===== src/rtl/fetch_unit_pkg.sv =====
// Shared definitions for the instruction fetch stage.
//   - FSM state encoding (idle / waiting on memory / halted)
//   - Queue depth and matching counter width
//   - PC step and default reset PC
package fetch_unit_pkg;

  // Instructions are 16-bit, so the byte-addressed PC advances by 2.
  localparam int PC_STEP = 2;

  // Depth of the instruction queue between memory and decode.
  localparam int QDEPTH  = 2;
  localparam int PTR_W   = (QDEPTH > 1) ? $clog2(QDEPTH) : 1;
  // Wide enough to hold QDEPTH + 1 (queue count plus one outstanding read).
  localparam int CNT_W   = $clog2(QDEPTH + 2);

  localparam logic [15:0] RESET_PC_DEFAULT = 16'h0000;

  typedef enum logic [1:0] {
    S_IDLE   = 2'd0,  // no read outstanding
    S_WAIT   = 2'd1,  // one read outstanding, mem_req held high
    S_HALTED = 2'd2   // HLT retired, fetch stopped until reset
  } fetch_state_e;

endpackage


===== src/rtl/fetch_unit_queue.sv =====
// Small FIFO of fetched {instruction, pc} pairs between memory and decode.
// Ports:
//   clk, rst_n         clock, asynchronous active-low reset
//   i_push, i_push_*   write one entry (ignored when full unless popping)
//   i_pop              remove head entry (ignored when empty)
//   i_flush            drop all entries; wins over push/pop
//   o_count            number of valid entries
//   o_head_data/pc     oldest entry (stale when o_count == 0)
module fetch_unit_queue
  import fetch_unit_pkg::*;
#(
  parameter int ADDR_W = 16,
  parameter int DATA_W = 16
) (
  input  logic              clk,
  input  logic              rst_n,
  input  logic              i_push,
  input  logic [DATA_W-1:0] i_push_data,
  input  logic [ADDR_W-1:0] i_push_pc,
  input  logic              i_pop,
  input  logic              i_flush,
  output logic [CNT_W-1:0]  o_count,
  output logic [DATA_W-1:0] o_head_data,
  output logic [ADDR_W-1:0] o_head_pc
);

  logic [DATA_W-1:0] r_data [QDEPTH];
  logic [ADDR_W-1:0] r_pc   [QDEPTH];
  logic [PTR_W-1:0]  r_rd_ptr;
  logic [PTR_W-1:0]  r_wr_ptr;
  logic [CNT_W-1:0]  r_count;

  logic w_do_pop;
  logic w_do_push;

  assign w_do_pop  = i_pop && (r_count != '0);
  // A full queue can still accept a push when the head leaves the same cycle.
  assign w_do_push = i_push && ((r_count < CNT_W'(QDEPTH)) || w_do_pop);

  always_ff @(posedge clk or negedge rst_n) begin
    if (!rst_n) begin
      for (int i = 0; i < QDEPTH; i++) begin
        r_data[i] <= '0;
        r_pc[i]   <= '0;
      end
      r_rd_ptr <= '0;
      r_wr_ptr <= '0;
      r_count  <= '0;
    end else if (i_flush) begin
      r_rd_ptr <= '0;
      r_wr_ptr <= '0;
      r_count  <= '0;
    end else begin
      // The fetch FSM's room rule never pushes into a full queue.
      assert (!(i_push && !w_do_pop && (r_count == CNT_W'(QDEPTH))));
      if (w_do_push) begin
        r_data[r_wr_ptr] <= i_push_data;
        r_pc[r_wr_ptr]   <= i_push_pc;
        r_wr_ptr         <= r_wr_ptr + PTR_W'(1);
      end
      if (w_do_pop) begin
        r_rd_ptr <= r_rd_ptr + PTR_W'(1);
      end
      r_count <= r_count + CNT_W'(w_do_push) - CNT_W'(w_do_pop);
    end
  end

  assign o_count     = r_count;
  assign o_head_data = r_data[r_rd_ptr];
  assign o_head_pc   = r_pc[r_rd_ptr];

endmodule


===== src/rtl/fetch_unit.sv =====
// Instruction fetch stage: owns the PC, issues one read at a time to a
// multi-cycle instruction memory, buffers returned words and presents them
// to decode with valid/ready.
// Ports:
//   clk, rst_n                  clock, asynchronous active-low reset
//   mem_req/mem_addr            read request, held with stable address until mem_valid
//   mem_valid/mem_data          one-cycle return of the outstanding read
//   inst_valid/inst_ready       decode handshake; inst, inst_pc, inst_pcs = head, pc, pc+2
//   redirect/redirect_pc        taken branch: flush and refetch from target (bit 0 forced 0)
//   halt                        presented instruction is HLT (meaningful only on handshake)
//   hlt                         fetch halted, sticky until reset
//   dbg_state                   current FSM state
// Handshakes: a transfer happens on a rising edge where valid and ready are
// both high; mem_req/mem_addr stay stable until that edge; redirect
// overrides inst_ready in the cycle it is asserted.
module fetch_unit
  import fetch_unit_pkg::*;
#(
  parameter int              ADDR_W   = 16,
  parameter int              DATA_W   = 16,
  parameter logic [ADDR_W-1:0] RESET_PC = ADDR_W'(RESET_PC_DEFAULT)
) (
  input  logic              clk,
  input  logic              rst_n,
  output logic              mem_req,
  output logic [ADDR_W-1:0] mem_addr,
  input  logic              mem_valid,
  input  logic [DATA_W-1:0] mem_data,
  output logic              inst_valid,
  input  logic              inst_ready,
  output logic [DATA_W-1:0] inst,
  output logic [ADDR_W-1:0] inst_pc,
  output logic [ADDR_W-1:0] inst_pcs,
  input  logic              redirect,
  input  logic [ADDR_W-1:0] redirect_pc,
  input  logic              halt,
  output logic              hlt,
  output logic [1:0]        dbg_state
);

  fetch_state_e      r_state;
  fetch_state_e      w_state_next;
  logic [ADDR_W-1:0] r_fetch_pc;
  logic [ADDR_W-1:0] r_mem_addr;
  logic              r_drop;

  logic [CNT_W-1:0]  w_count;
  logic [DATA_W-1:0] w_head_data;
  logic [ADDR_W-1:0] w_head_pc;
  logic              w_inst_valid;
  logic              w_handshake;
  logic              w_redirect_take;
  logic              w_halt_take;
  logic              w_ret;
  logic              w_push;
  logic              w_pop;
  logic              w_flush;
  logic              w_outstanding;
  logic              w_room;
  logic              w_issue;
  logic [ADDR_W-1:0] w_redirect_target;

  assign w_inst_valid    = (w_count != '0) && (r_state != S_HALTED);
  assign w_handshake     = w_inst_valid && inst_ready;
  // Once halted only reset restarts fetch, so redirects are ignored there.
  assign w_redirect_take = redirect && (r_state != S_HALTED);
  assign w_halt_take     = halt && w_handshake && !w_redirect_take;
  assign w_ret           = (r_state == S_WAIT) && mem_valid;
  assign w_push          = w_ret && !r_drop && !w_redirect_take && !w_halt_take;
  assign w_pop           = w_handshake && !w_redirect_take;
  assign w_flush         = w_redirect_take || w_halt_take;
  assign w_outstanding   = (r_state == S_WAIT);
  // Queue entries plus the in-flight read may never exceed the queue depth.
  assign w_room          = (w_count + CNT_W'(w_outstanding)) < CNT_W'(QDEPTH);
  assign w_issue         = (r_state == S_IDLE) && (w_state_next == S_WAIT);
  assign w_redirect_target = redirect_pc & ~ADDR_W'(1);

  // State register
  always_ff @(posedge clk or negedge rst_n) begin
    if (!rst_n) begin
      r_state <= S_IDLE;
    end else begin
      r_state <= w_state_next;
    end
  end

  // Next-state logic
  always_comb begin
    w_state_next = r_state;
    case (r_state)
      S_IDLE: begin
        if (w_halt_take) begin
          w_state_next = S_HALTED;
        end else if (!w_redirect_take && w_room) begin
          w_state_next = S_WAIT;
        end
      end
      S_WAIT: begin
        if (w_halt_take) begin
          w_state_next = S_HALTED;
        end else if (mem_valid) begin
          w_state_next = S_IDLE;
        end
      end
      S_HALTED: w_state_next = S_HALTED;
      default:  w_state_next = S_IDLE;
    endcase
  end

  // Outputs decoded from state
  always_comb begin
    mem_req   = (r_state == S_WAIT);
    hlt       = (r_state == S_HALTED);
    dbg_state = r_state;
  end

  // PC, request address and drop flag.
  always_ff @(posedge clk or negedge rst_n) begin
    if (!rst_n) begin
      r_fetch_pc <= RESET_PC;
      r_mem_addr <= RESET_PC;
      r_drop     <= 1'b0;
    end else begin
      if (w_redirect_take) begin
        r_fetch_pc <= w_redirect_target;
      end else if (w_ret && !r_drop) begin
        r_fetch_pc <= r_fetch_pc + ADDR_W'(PC_STEP);
      end

      if (w_issue) begin
        r_mem_addr <= r_fetch_pc;
      end

      // A redirect while a read is in flight marks that read as stale; the
      // address on the bus is left alone until the memory answers.
      if (r_state != S_WAIT || w_ret) begin
        r_drop <= 1'b0;
      end else if (w_redirect_take) begin
        r_drop <= 1'b1;
      end
    end
  end

  assign mem_addr = r_mem_addr;

  fetch_unit_queue #(
    .ADDR_W (ADDR_W),
    .DATA_W (DATA_W)
  ) u_queue (
    .clk         (clk),
    .rst_n       (rst_n),
    .i_push      (w_push),
    .i_push_data (mem_data),
    .i_push_pc   (r_mem_addr),
    .i_pop       (w_pop),
    .i_flush     (w_flush),
    .o_count     (w_count),
    .o_head_data (w_head_data),
    .o_head_pc   (w_head_pc)
  );

  // Outputs read as zero when nothing is presented.
  assign inst_valid = w_inst_valid;
  assign inst       = w_inst_valid ? w_head_data : '0;
  assign inst_pc    = w_inst_valid ? w_head_pc : '0;
  assign inst_pcs   = w_inst_valid ? (w_head_pc + ADDR_W'(PC_STEP)) : '0;

endmodule


===== config.mk =====
export PLATFORM = sky130hd
export DESIGN_NAME = fetch_unit
export DESIGN_NICKNAME = d
export VERILOG_FILES = /design/src/rtl/fetch_unit_pkg.sv /design/src/rtl/fetch_unit_queue.sv /design/src/rtl/fetch_unit.sv
export SDC_FILE = /design/constraint.sdc
export NUM_CORES = 1
export LEC_CHECK = 0
export BUFFER_PORTS_ARGS = -buffer_cell sky130_fd_sc_hd__buf_2
export CAP_MARGIN = 10
export CORE_MARGIN = 4
export CORE_UTILIZATION = 50
export CTS_BUF_LIST = sky130_fd_sc_hd__clkbuf_8
export DETAILED_ROUTE_END_ITERATION = 6
export PLACE_DENSITY_LB_ADDON = 0.15
export REMOVE_ABC_BUFFERS = 1
export SYNTH_ARGS = -nofsm -noshare
export SYNTH_HDL_FRONTEND = slang
export SYNTH_SLANG_ARGS = --single-unit

===== constraint.sdc =====
create_clock -name clk -period 7.1 [get_ports clk]
set_clock_uncertainty 0.05 [all_clocks]
set_input_delay 1.42 -clock clk [delete_from_list [all_inputs] [get_ports clk]]
set_output_delay 1.42 -clock clk [all_outputs]
set_load 0.01 [all_outputs]

Yosys cells after proc, flatten, opt, wreduce, memory -nomap -nowiden. Index checks and enable logic that the tools add are counted. W data, S select, Z words.

Bits in registers: 103. Bits in latches: 0. Memory bits (writable): 0. ROM bits: 0. Output and inout bits: 69. Memories: 0.

Add/sub/neg operators: 7. Multipliers: 0. Div/mod/pow operators: 0. Order comparisons: 5. Equal/unequal tests: 5. Shifts and indexed selects: 0. Muxes and demuxes: 27. Bitwise logic cells: 3. Reductions and logical operators: 28.

Operators by type and width (number): $mux W16 (12); $bwmux W32 (2); $add A16 B2 Y16 const B (2); $demux W16 S1 (1); $logic_and A1 B1 Y1 (15); $mux W2 (5); $reduce_bool A2 Y1 (5); $mux W1 (6); $pmux W2 S3 (1); $add A2 B1 Y2 (2); $eq A2 B1 Y1 const B (2); $ge A2 B2 Y1 const B (2); $lt A2 B2 Y1 const B (2); $not A1 Y2 (2); $logic_not A1 Y1 (3); $logic_or A1 B1 Y1 (3); $add A1 B1 Y1 const B (2); $eq A2 B2 Y1 const B (1); $logic_not A2 Y1 (1); $lt A2 B1 Y1 const B (1); $ne A2 B1 Y1 const B (1); $ne A2 B2 Y1 const B (1); $reduce_and A2 Y1 (1); $sub A2 B1 Y2 (1); $not A1 Y1 (1).

Longest topological paths before layout. Gate-level depths: netlist of run 1.

Depth in word-level cells: 11. Mapped depth: 12. Depth with buffers taken out: 9.

By module. From an unflattened synthesis of run 1, not the netlist that was laid out.

Cells, all modules: 436. Area, all modules: 5097.4 µm².

Modules (own cells, without submodules): fetch_unit_queue (times used 1, cells each 193, area each 2994.1 µm², sequential area each 1701.6 µm²); fetch_unit (times used 1, cells each 243, area each 2103.3 µm², sequential area each 825.8 µm²).

Worst setup path before layout of run 1. Ideal clock, no wire load.

Path type: register -> output. Start: register u_queue.r_rd_ptr. End: output port inst_pcs[13]. Data arrival time: 2.356 ns. Data required time: 5.630 ns. Setup slack: 3.274 ns. Stages on the path, launching flop included: 10. Path through: dfrtp_1 -> buf_2 -> buf_2 -> buf_1 -> mux2_2 -> ha_1 -> inv_1 -> a21o_1 -> nor4_1 -> mux2i_1.

Longest elaborated chain between the ends: 6.

Ends and longest elaborated chain: start: declaration (line fetch_unit_queue.sv:29) `logic [PTR_W-1:0] r_rd_ptr;`; start signal: assignment (line fetch_unit_queue.sv:62) `r_rd_ptr <= r_rd_ptr + PTR_W'(1);`; $not A1 Y2 (implied by the code) (line fetch_unit_queue.sv:70) `assign o_head_pc = r_pc[r_rd_ptr];`; $mux W16 (implied by the code) (3 in series) (line fetch_unit_queue.sv:70); $add A16 B2 Y16 (line fetch_unit.sv:166) `assign inst_pcs = w_inst_valid ? (w_head_pc + ADDR_W'(PC_STEP)) : '0;`; $mux W16 (line fetch_unit.sv:166); end: declaration (line fetch_unit.sv:33) `output logic [ADDR_W-1:0] inst_pcs,`.

Every way passes these cells. The select of a mux whose other input is x is not followed.

Worst setup path in the final report of run 1.
Start: register u_queue.r_rd_ptr. End: output port inst_pcs[15].

The elaborated chain is that of the path after synthesis.

==> reports/metrics.csv, run 1 <==
stage,metric,value,unit
run_status,outcome,completed,
grt,largest net degree at the start of global routing,70,
pwr,Cell Pwr Density,411,nW/µm²
placed_design,dpl cells,670,
clocking,clk slew on worst S/H paths,0.09,ns
pwr,Pwr Total,2.46,mW
placed_design,pre-CTS setup slack,3.26,ns
grt,gr usage total,0.193,
floorplanning,Vert. Die Dim,110,µm
clocking,"Clk Latency, worst-skew pair",0.37,ns
routing,drt pass-1 iters,4,
clocking,CTS buffer count,9,
sta,endpoints failing setup,0,
yosys,asr flop ratio synth,1.00,
routing,drt drc,0,
clocking,CTS tree,done,
sta,Slew @ Worst Pin,0.861,ns
floorplanning,die area,12200,µm²
sta,final cycle utilization of the critical path,0.596,
grt,vias in the first global route,3555,
yosys,Synth Cell Area,5240,µm²
cells_and_area,Syn-to-layout area delta,14.5,%
clocking,clk buf depth,2,
grt,initial antenna violation count,0,
yosys,"EDFF count, synth",0,
sta,Max Clock Freq,236,MHz
routing,Initial DRC Count,239,
cells_and_area,Antenna Cells,0,
routing,vias,3726,
sta,post-layout min period,4.24,ns
yosys,Avg Inst Size Synth,11.6,µm²
cells_and_area,post-route insts no fill,686,
pwr,Worst VDD drop,0.000189,V
worst_setup_path,"critical path fanouts, max",25,
clocking,H-tree Lvls,3,
sta,Setup TNS Final,0,ns
placed_design,placed cell area,5780,µm²
sta,Slew Limit Fails,0,
floorplanning,Initial Util,0.510,
routing,via/cell ratio,5.43,
clocking,cts hold-fix bufs,0,
yosys,register bit total from synthesis,99,
sta,Slew headroom,0.426,
min_path,Worst Hold Class,flop to flop,
worst_setup_path,CP Launch Type,flop,
yosys,top-count cell post-synth,dfrtp_1,
yosys,Synthesis Warnings,0,
sta,RSZ-0062 raised after global routing,no,
yosys,Post-Synthesis Cells,452,
routing,antenna-violating nets left,0,
yosys,synth unique cells,53,
clocking,post-CTS resize count,0,
floorplanning,FP Rows,37,
cells_and_area,post-route cell area,6000,µm²
yosys,post-synth top area share,0.473,
routing,Routed WL,11.2,mm
worst_setup_path,critical setup path kind,flop to primary output,
placed_design,hpwl dp,7.78,mm
job,max_cap viols,0,
grt,global-route wire length before repair,17.9,mm
grt,Overflow after GRT,0,
clocking,clock sink total,99,
floorplanning,Die W,110,µm
cells_and_area,layout cells sized above 1,0.380,
cells_and_area,fillers,934,
sta,"Hold Vio Cnt, Final",0,
placed_design,GPL Wtd Cong,0.793,
yosys,Yosys top cell by area,dfrtp_1,
worst_setup_path,CP arrival,2.77,ns
sta,Setup WS post-layout,2.86,ns
floorplanning,Top Ports,107,
worst_setup_path,endpoint class of the critical path,primary output,
yosys,post-synthesis sequential area ratio,0.473,
floorplanning,Core ar.,10300,µm²
yosys,Commonest cells post-synth,"99 x dfrtp_1, 50 x mux2_2, 48 x nor2_1, 30 x mux2_4, 30 x mux2i_1",
clocking,setup bufs post-CTS,0,
yosys,prevailing post-synth register cell,dfrtp_1,
clocking,CTS Root Cell,clkbuf_8,
worst_setup_path,CP required,5.63,ns
routing,routed length per placed instance,16.4,µm
pwr,P_leak,2.86,nW
placed_design,I/O Buffers,102,
yosys,top post-synthesis cells by area,"dfrtp_1 47%, mux2_2 11%, mux2_4 8.6%",
cells_and_area,nets@finish,587,
[flip-flops by register name (all words and copies together) (netlist names)]
signal,count
r_fetch_pc,15
mem_addr,15
u_queue.r_data,32
dbg_state,2
u_queue.o_count,2
u_queue.r_rd_ptr,1
r_drop,1
u_queue.r_pc,30
u_queue.r_wr_ptr,1
[worst paths after layout]
kind,depth (start not counted),to,start,slack [ns]
setup / recovery,6,inst_pcs[15],u_queue.r_rd_ptr$_DFFE_PN0P_,2.86
hold / removal,1,u_queue.r_data[25]$_DFFE_PN0P_,u_queue.r_data[25]$_DFFE_PN0P_,0.46
setup reg to reg,6,u_queue.r_pc[2]$_DFFE_PN0P_,dbg_state[0]$_DFF_PN0_,4.31
hold reg to reg,1,u_queue.r_data[25]$_DFFE_PN0P_,u_queue.r_data[25]$_DFFE_PN0P_,0.46
max in group asynchronous,2,u_queue.r_rd_ptr$_DFFE_PN0P_,rst_n,4.84
min in group asynchronous,1,u_queue.r_data[15]$_DFFE_PN0P_,rst_n,0.91
[final cells by class]
type | instances | area (µm²) | share of cell area
inverter | 8 | 30.0 | 0.00501
timing repair buffer | 107 | 551 | 0.0918
multi-input combinational | 320 | 2550 | 0.426
clock buffer | 12 | 165 | 0.0275
tap | 136 | 170 | 0.0284
clock inverter | 4 | 48.8 | 0.00814
sequential | 99 | 2480 | 0.413
[critical path, cell delays in order, from the launching register on]
cell,delay (ns)
dfrtp_2,0.70
buf_4,0.48
and3_1,0.22
o22ai_1,0.11
nor4_1,0.36
mux2_2,0.37
buf_2,0.14
[metrics by stage]
stage                     hold slack (ns)  utilization
final                               0.461        0.584
after global routing                0.479        0.584
after CTS                           0.466        0.584
after detailed placement            0.445        0.563
after global placement              0.438        0.563
after floorplan                     0.430            -
[where the power goes]
group	switching (mW)	internal, mW
Combinational	0.544	0.549
Sequential	0.208	0.785
Clock	0.188	0.191
Total	0.940	1.52
[layer usage]
metal	global-route usage	up-vias	routed length (µm)
met1	0.261	1817	5140
met5	0	-	0
met4	0.0475	0	89
li1	-	1797	-
met2	0.316	104	5300
met3	0.0472	8	692
[kinds of logic (layout without fill, tap and decap cells)]
logic type / after synthesis / after routing / synth area share
buffers and inverters: 35 / 131 / 0.0425
muxes: 110 / 110 / 0.251
AOI/OAI and AO/OA: 39 / 39 / 0.0485
and+or+nand+nor: 146 / 146 / 0.145
adders and majority gates: 4 / 4 / 0.00956
DFF: 99 / 99 / 0.473
other: 1 / 3 / 0.000716
xor gates and xnor gates: 18 / 18 / 0.0301
[cells in the final DEF (no fill, tap or decap), types with 9 or more instances in the layout]
cell and n:
buf_2 101, clkbuf_8 12, dfrtp_1 98, inv_1 9, mux2_2 50, mux2_4 30
mux2i_1 30, nand2_1 24, nand3_1 11, nor2_1 48, nor3_1 11, o21ai_0 15
xor2_1 11
Power figures use the tool's default switching activity.
==> run 2, diff against run 1 <==
==> constraint.sdc (replaced) <==
create_clock -name clk -period 3.4 [get_ports clk]
set_clock_uncertainty 0.05 [all_clocks]
set_input_delay 0.68 -clock clk [delete_from_list [all_inputs] [get_ports clk]]
set_output_delay 0.68 -clock clk [all_outputs]
set_load 0.01 [all_outputs]
==> run 2 against run 1 <==
Against the previous run:
- critical path depth is 1 lower
- final cell count unchanged
- sequential share of layout area is 0.18 points lower
- sequential cell count unchanged
- routed wire length about the same
- hold slack worse by 0.036 ns
- global-route usage down 0.50 points
- first-iteration DRC count shrank 33%
- via count shrank 0.81%
- non-clock buffer count grew 3
- die area unchanged
- largest cell class unchanged
==> reports/metrics.csv, run 2 (same netlist as run 1, synthesis figures left out) <==
stage,metric,value,unit,change
run_status,outcome,completed,,unchanged
cells_and_area,Regs by FF count,"u_queue.r_data (32), u_queue.r_pc (30)",,unchanged
job,max_cap viols,0,,unchanged
cells_and_area,Antenna Cells,0,,unchanged
cells_and_area,fillers,922,,was 934
clocking,clock sink total,99,,unchanged
sta,RSZ-0062 raised after global routing,no,,unchanged
clocking,H-tree Lvls,3,,unchanged
cells_and_area,post-route cell area,6020,µm²,was 6000 µm²
worst_setup_path,critical setup path kind,flop to primary output,,unchanged
worst_setup_path,Critical Path Max Stage Delay,0.55,ns,was 0.70 ns
clocking,CTS buffer count,9,,unchanged
worst_setup_path,Bufs and invs on worst path,1,,was 2
worst_setup_path,CP required,2.67,ns,was 5.63 ns
sta,Slew @ Worst Pin,0.971,ns,was 0.861 ns
placed_design,I/O Buffers,102,,unchanged
sta,Slew headroom,0.353,,was 0.426
clocking,CTS Root Cell,clkbuf_8,,unchanged
clocking,post-CTS resize count,0,,unchanged
routing,drt drc,0,,unchanged
clocking,"Clk Latency, worst-skew pair",0.36,ns,was 0.37 ns
cells_and_area,"Most flops, register",u_queue.r_data,,unchanged
clocking,cts hold-fix bufs,0,,unchanged
cells_and_area,"commonest non-fill, non-tap cells in the layout","101 x buf_2, 98 x dfrtp_1, 50 x mux2_2",,unchanged
clocking,setup bufs post-CTS,0,,unchanged
floorplanning,FP Rows,37,,unchanged
sta,final cycle utilization of the critical path,0.952,,
worst_setup_path,"Slowest-stage cell, CP",dfrtp_2,,unchanged
routing,Routed WL,11.2,mm,about the same
cells_and_area,layout cells sized above 1,0.380,,unchanged
routing,vias,3696,,was 3726
sta,Max Clock Freq,309,MHz,
grt,initial antenna violation count,0,,unchanged
worst_setup_path,CP Launch Type,flop,,unchanged
grt,gr usage total,0.188,,was 0.193
cells_and_area,"most common cell after layout, fill and taps aside",buf_2,,unchanged
clocking,clk buf depth,2,,unchanged
pwr,Worst VDD drop,0.000345,V,was 0.000189 V
floorplanning,Die W,110,µm,unchanged
sta,worst hold margin,0.425,ns,was 0.461 ns
clocking,clk slew on worst S/H paths,0.08,ns,was 0.09 ns
floorplanning,Initial Util,0.510,,unchanged
floorplanning,die area,12200,µm²,unchanged
placed_design,GPL Wtd Cong,0.777,,was 0.793
routing,drt pass-1 iters,4,,unchanged
floorplanning,Vert. Die Dim,110,µm,unchanged
routing,routed length per placed instance,16.4,µm,about the same
pwr,Pwr Total,5.21,mW,was 2.46 mW
routing,via/cell ratio,5.39,,was 5.43
grt,vias in the first global route,3544,,was 3555
worst_setup_path,critical path depth,5,,was 6
cells_and_area,nets@finish,590,,was 587
grt,Overflow after GRT,0,,unchanged
floorplanning,Core ar.,10300,µm²,unchanged
sta,post-layout min period,3.24,ns,
worst_setup_path,CP cell instances,nand3b_1 > a22o_1 > nor4_1 > mux2_2 > buf_2,,was buf_4 > and3_1 > o22ai_1 > nor4_1 > mux2_2 > buf_2
sta,Setup TNS Final,0,ns,unchanged
routing,Initial DRC Count,161,,was 239
placed_design,hpwl dp,7.93,mm,was 7.78 mm
worst_setup_path,endpoint class of the critical path,primary output,,unchanged
worst_setup_path,r2r worst-path depth,5,,was 6
cells_and_area,max reg flops,32,,unchanged
sta,endpoints failing setup,0,,unchanged
worst_setup_path,"critical path fanouts, max",19,,was 25
floorplanning,Top Ports,107,,unchanged
placed_design,placed cell area,5810,µm²,was 5780 µm²
worst_setup_path,CP top delay family,simple AND/OR/NAND/NOR gates,,was flip-flops
pwr,P_leak,2.88,nW,was 2.86 nW
grt,largest net degree at the start of global routing,78,,was 70
routing,antenna-violating nets left,0,,unchanged
clocking,CTS tree,done,,unchanged
sta,Slew Limit Fails,0,,unchanged
min_path,Worst Hold Class,primary input to asynchronous set/reset pin,,was flop to flop
sta,"Hold Vio Cnt, Final",0,,unchanged
cells_and_area,Syn-to-layout area delta,15.0,%,was 14.5%
worst_setup_path,CP arrival,2.51,ns,was 2.77 ns
pwr,Cell Pwr Density,865,nW/µm²,was 411 nW/µm²
grt,global-route wire length before repair,17.7,mm,was 17.9 mm
-- run 2: area by class of cell --
type / instances / area (µm²) / share of cell area
multi-input combinational: 320 / 2550 / 0.424
sequential: 99 / 2480 / 0.412
timing repair buffer: 110 / 573 / 0.0951
tap: 136 / 170 / 0.0283
clock buffer: 9 / 124 / 0.0206
clock inverter: 4 / 93.8 / 0.0156
inverter: 8 / 30.0 / 0.00499
-- run 2: worst register-to-register path, delay by kind of cell, from the launching register on --
family | cells | cell delay (ns)
buffers and inverters | 1 | 0.34
DFF | 1 | 0.46
and+or+nand+nor | 3 | 1.41
muxes | 1 | 0.39
-- run 2: final timing paths --
path / startpoint / endpoint / slack, ns
worst max-delay path: u_queue.r_rd_ptr$_DFFE_PN0P_ / inst_pcs[15] / 0.16
worst min-delay path: rst_n / u_queue.r_data[30]$_DFFE_PN0P_ / 0.43
worst max register to register: dbg_state[0]$_DFF_PN0_ / u_queue.r_data[10]$_DFFE_PN0P_ / 0.64
worst min register to register: u_queue.r_data[19]$_DFFE_PN0P_ / u_queue.r_data[19]$_DFFE_PN0P_ / 0.46
max in group asynchronous: rst_n / u_queue.r_rd_ptr$_DFFE_PN0P_ / 2.06
min in group clk: u_queue.r_data[19]$_DFFE_PN0P_ / u_queue.r_data[19]$_DFFE_PN0P_ / 0.46
-- run 2: power by group --
| part | internal, mW | switching, mW |
|---|---|---|
| clock | 0.474 | 0.373 |
| sequential | 1.64 | 0.425 |
| combinational | 1.16 | 1.14 |
-- run 2: metrics by stage --
stage                     setup slack [ns]  std cells  utilization
after floorplan                    -0.0739        427            -
after global placement               0.534        673        0.565
after detailed placement             0.534        673        0.565
after CTS                            0.138        686        0.586
after global routing                0.0374        686        0.586
final                                0.163        686        0.586
-- run 2: per-layer routing --
layer	vias to the layer above	track usage	wire length [µm]
li1	1795	-	-
met1	1791	0.251	5210
met2	100	0.315	5270
met3	10	0.0402	642
met4	0	0.0475	112
met5	-	0	0
==> run 3, diff against run 2 <==
--- a/config.mk
+++ b/config.mk
@@ -5,6 +5,7 @@
 export SDC_FILE = /design/constraint.sdc
 export NUM_CORES = 1
 export LEC_CHECK = 0
+export ABC_AREA = 1
 export BUFFER_PORTS_ARGS = -buffer_cell sky130_fd_sc_hd__buf_2
 export CAP_MARGIN = 10
 export CORE_MARGIN = 4
==> run 3 against run 2 <==
Against the previous run:
- synthesized area rose by 4.7%
- first-iteration DRC count increased by 100%
- count of clock-buffer cells in the layout increased by 1
- sequential power shrank 42%
- fmax grew 4.2%
- global-route usage up 3.8 points
- clock power down 6.5%
- combinational power decreased by 95%
- sequential share of layout area is 1.7 points lower
- core utilization is 1.2 points higher
- highest routed layer unchanged
==> reports/metrics.csv, run 3 <==
stage,metric,value,unit,change
run_status,outcome,completed,,unchanged
routing,Met3 Routed Length,871,µm,was 642 µm
routing,vias,5227,,was 3696
yosys,Commonest cells post-synth,"310 x nand2_1, 99 x dfrtp_1, 87 x nand3_1, 57 x nor2_1, 44 x inv_1",,"was 99 x dfrtp_1, 50 x mux2_2, 48 x nor2_1, 30 x mux2_4, 30 x mux2i_1"
pwr,Cell Pwr Density,334,nW/µm²,was 865 nW/µm²
yosys,Synthesis Warnings,0,,unchanged
cells_and_area,post-route cell area,6280,µm²,was 6020 µm²
routing,Initial DRC Count,330,,was 161
clocking,setup bufs post-CTS,0,,unchanged
floorplanning,Initial Util,0.522,,was 0.510
grt,vias in the first global route,4942,,was 3544
cells_and_area,fin util,0.598,,was 0.586
pwr,sw power,0.517,mW,was 1.93 mW
clocking,CTS tree,done,,unchanged
placed_design,pre-CTS setup slack,0.600,ns,was 0.534 ns
floorplanning,Vert. Die Dim,113,µm,was 110 µm
clocking,CTS Root Cell,clkbuf_8,,unchanged
clocking,cts hold-fix bufs,0,,unchanged
clocking,clock sink total,99,,unchanged
floorplanning,die area,12700,µm²,was 12200 µm²
worst_setup_path,CP required,2.67,ns,about the same
cells_and_area,"most common cell after layout, fill and taps aside",nand2_1,,was buf_2
yosys,Yosys top cell by area,dfrtp_1,,unchanged
yosys,post-synth top area share,0.452,,was 0.473
sta,Slew Limit Fails,0,,unchanged
sta,final cycle utilization of the critical path,0.914,,was 0.952
grt,Overflow after GRT,0,,unchanged
pwr,Pwr Total,2.10,mW,was 5.21 mW
floorplanning,FP Rows,37,,unchanged
pwr,Worst VDD drop,0.000227,V,was 0.000345 V
routing,top layer in use,met4,,unchanged
pwr,Logic pwr share,0.049,,was 0.441
worst_setup_path,CP Launch Type,flop,,unchanged
pwr,Sw Ratio,0.246,,was 0.371
floorplanning,Core ar.,10500,µm²,was 10300 µm²
cells_and_area,fillers,1006,,was 922
clocking,clk slew on worst S/H paths,0.11,ns,was 0.08 ns
yosys,synth unique cells,34,,was 53
yosys,post-synthesis sequential area ratio,0.452,,was 0.473
sta,Setup WS post-layout,0.293,ns,was 0.163 ns
placed_design,I/O Buffers,102,,unchanged
yosys,top-count cell post-synth,nand2_1,,was dfrtp_1
yosys,Post-Synthesis Cells,770,,was 452
clocking,post-CTS resize count,0,,unchanged
routing,antenna-violating nets left,0,,unchanged
grt,initial antenna violation count,0,,unchanged
sta,Slew headroom,0.571,,was 0.353
yosys,"EDFF count, synth",0,,unchanged
pwr,Clk pwr share,0.377,,was 0.163
floorplanning,Top Ports,107,,unchanged
placed_design,hpwl dp,9.82,mm,was 7.93 mm
clocking,clk buf depth,2,,unchanged
job,max_cap viols,0,,unchanged
routing,routed length per placed instance,14.4,µm,was 16.4 µm
sta,RSZ-0062 raised after global routing,no,,unchanged
worst_setup_path,critical setup path kind,flop to primary output,,unchanged
yosys,asr flop ratio synth,1.00,,unchanged
clocking,CTS buffer count,9,,unchanged
yosys,Synth Cell Area,5480,µm²,was 5240 µm²
yosys,top post-synthesis cells by area,"dfrtp_1 45%, nand2_1 21%, nand3_1 7.9%",,"was dfrtp_1 47%, mux2_2 11%, mux2_4 8.6%"
routing,wire length on met2,6.64,mm,was 5.27 mm
worst_setup_path,Worst Setup SP,u_queue.r_rd_ptr$_DFFE_PN0P_,,unchanged
pwr,Sequential Power Share,0.574,,was 0.396
worst_setup_path,"critical path fanouts, max",21,,was 19
cells_and_area,"commonest non-fill, non-tap cells in the layout","310 x nand2_1, 101 x buf_2, 98 x dfrtp_1",,"was 101 x buf_2, 98 x dfrtp_1, 50 x mux2_2"
worst_setup_path,worst r2r src,dbg_state[0]$_DFF_PN0_,,unchanged
placed_design,placed cell area,6070,µm²,was 5810 µm²
routing,Routed WL,14.4,mm,was 11.2 mm
cells_and_area,post-route insts no fill,998,,was 686
sta,worst hold margin,0.224,ns,was 0.425 ns
sta,endpoints failing setup,0,,unchanged
sta,"Hold Vio Cnt, Final",0,,unchanged
clocking,"Clk Latency, worst-skew pair",0.37,ns,was 0.36 ns
floorplanning,Die W,113,µm,was 110 µm
placed_design,dpl cells,982,,was 673
cells_and_area,Antenna Cells,0,,unchanged
sta,Max Clock Freq,322,MHz,was 309 MHz
clocking,H-tree Lvls,3,,unchanged
grt,gr usage total,0.227,,was 0.188
placed_design,GPL Wtd Cong,0.906,,was 0.777
sta,Setup TNS Final,0,ns,unchanged
routing,drt pass-1 iters,5,,was 4
min_path,Worst Hold Class,primary input to asynchronous set/reset pin,,unchanged
routing,drt drc,0,,unchanged
pwr,P_leak,3.47,nW,was 2.88 nW
cells_and_area,nets@finish,899,,was 590
routing,via/cell ratio,5.24,,was 5.39
sta,Slew @ Worst Pin,0.642,ns,was 0.971 ns
cells_and_area,max reg flops,32,,unchanged
cells_and_area,layout cells sized above 1,0.183,,was 0.380
grt,largest net degree at the start of global routing,42,,was 78
yosys,Avg Inst Size Synth,7.12,µm²,was 11.6 µm²
routing,wl on met1,6.68,mm,was 5.21 mm
cells_and_area,Regs by FF count,"u_queue.r_data (32), u_queue.r_pc (30)",,unchanged
sta,post-layout min period,3.11,ns,was 3.24 ns
worst_setup_path,CP arrival,2.38,ns,was 2.51 ns
worst_setup_path,endpoint class of the critical path,primary output,,unchanged
cells_and_area,"Most flops, register",u_queue.r_data,,unchanged
cells_and_area,Syn-to-layout area delta,14.6,%,was 15.0%
yosys,prevailing post-synth register cell,dfrtp_1,,unchanged
grt,global-route wire length before repair,23.9,mm,was 17.7 mm
yosys,register bit total from synthesis,99,,unchanged
pwr,Pint,1.58,mW,was 3.28 mW
[run 3: cell count changes after synthesis, moves of 9 or more]
cell / before / now
a21oi_1: 2 / 29
clkbuf_1: 6 / 15
inv_1: 8 / 44
mux2_2: 50 / 0
mux2_4: 30 / 0
mux2i_1: 30 / 0
nand2_1: 24 / 310
nand3_1: 11 / 87
nand4_1: 5 / 27
nor2_1: 48 / 57
o21ai_0: 15 / 24
[run 3: per-layer routing]
metal / vias to the layer above / track usage
li1: 2625 / -
met1: 2421 / 0.323
met2: 161 / 0.364
met3: 20 / 0.0257
met4: 0 / 0.0737
met5: - / 0
[run 3: worst paths after layout]
| kind | to | slack, ns | depth (start not counted) |
|---|---|---|---|
| max in group asynchronous | u_queue.r_rd_ptr$_DFFE_PN0P_ | 2.31 | 2 |
| worst min-delay path | u_queue.r_data[9]$_DFFE_PN0P_ | 0.22 | 1 |
| worst max-delay path | inst_pcs[11] | 0.29 | 11 |
| worst min register to register | u_queue.r_pc[22]$_DFFE_PN0P_ | 0.43 | 2 |
| min in group clk | u_queue.r_pc[22]$_DFFE_PN0P_ | 0.43 | 2 |
| worst max register to register | u_queue.r_pc[9]$_DFFE_PN0P_ | 0.88 | 8 |
[run 3: layout make-up]
| type | count | area, µm² | share of cell area |
|---|---|---|---|
| clock inverters | 6 | 65.1 | 0.0104 |
| inverters | 54 | 208 | 0.0330 |
| multi-input cells | 577 | 2590 | 0.412 |
| repair buffers | 116 | 634 | 0.101 |
| well taps | 136 | 170 | 0.0271 |
| flip-flops and latches | 99 | 2480 | 0.394 |
| clock buffers | 10 | 138 | 0.0219 |
[run 3: power by group through the flow]
stage	logic (mW)	registers [mW]	clock network [mW]
floorplan	0.0348	1.23	0
global placement	0.101	1.23	0
detailed placement	0.104	1.23	0
CTS	0.105	1.20	0.796
global route	0.119	1.21	0.848
finish	0.104	1.20	0.792
[run 3: cell families after synthesis]
kind of cell / synth area share
buffers and inverters: 0.0776
DFF: 0.452
other: 0.000684
adders and majority gates: 0.00913
and+or+nand+nor: 0.392
AOI/OAI and AO/OA: 0.0561
xor gates and xnor gates: 0.0128
[run 3: critical path: stages (launching register included)]
cell	delay [ns]
dfrtp_2	0.45
inv_6	0.18
nand2_1	0.08
nand2_1	0.16
ha_1	0.22
nand3_1	0.12
nor2_2	0.16
nand2_1	0.13
nor2_2	0.15
nor2_1	0.06
a21oi_1	0.13
buf_2	0.15
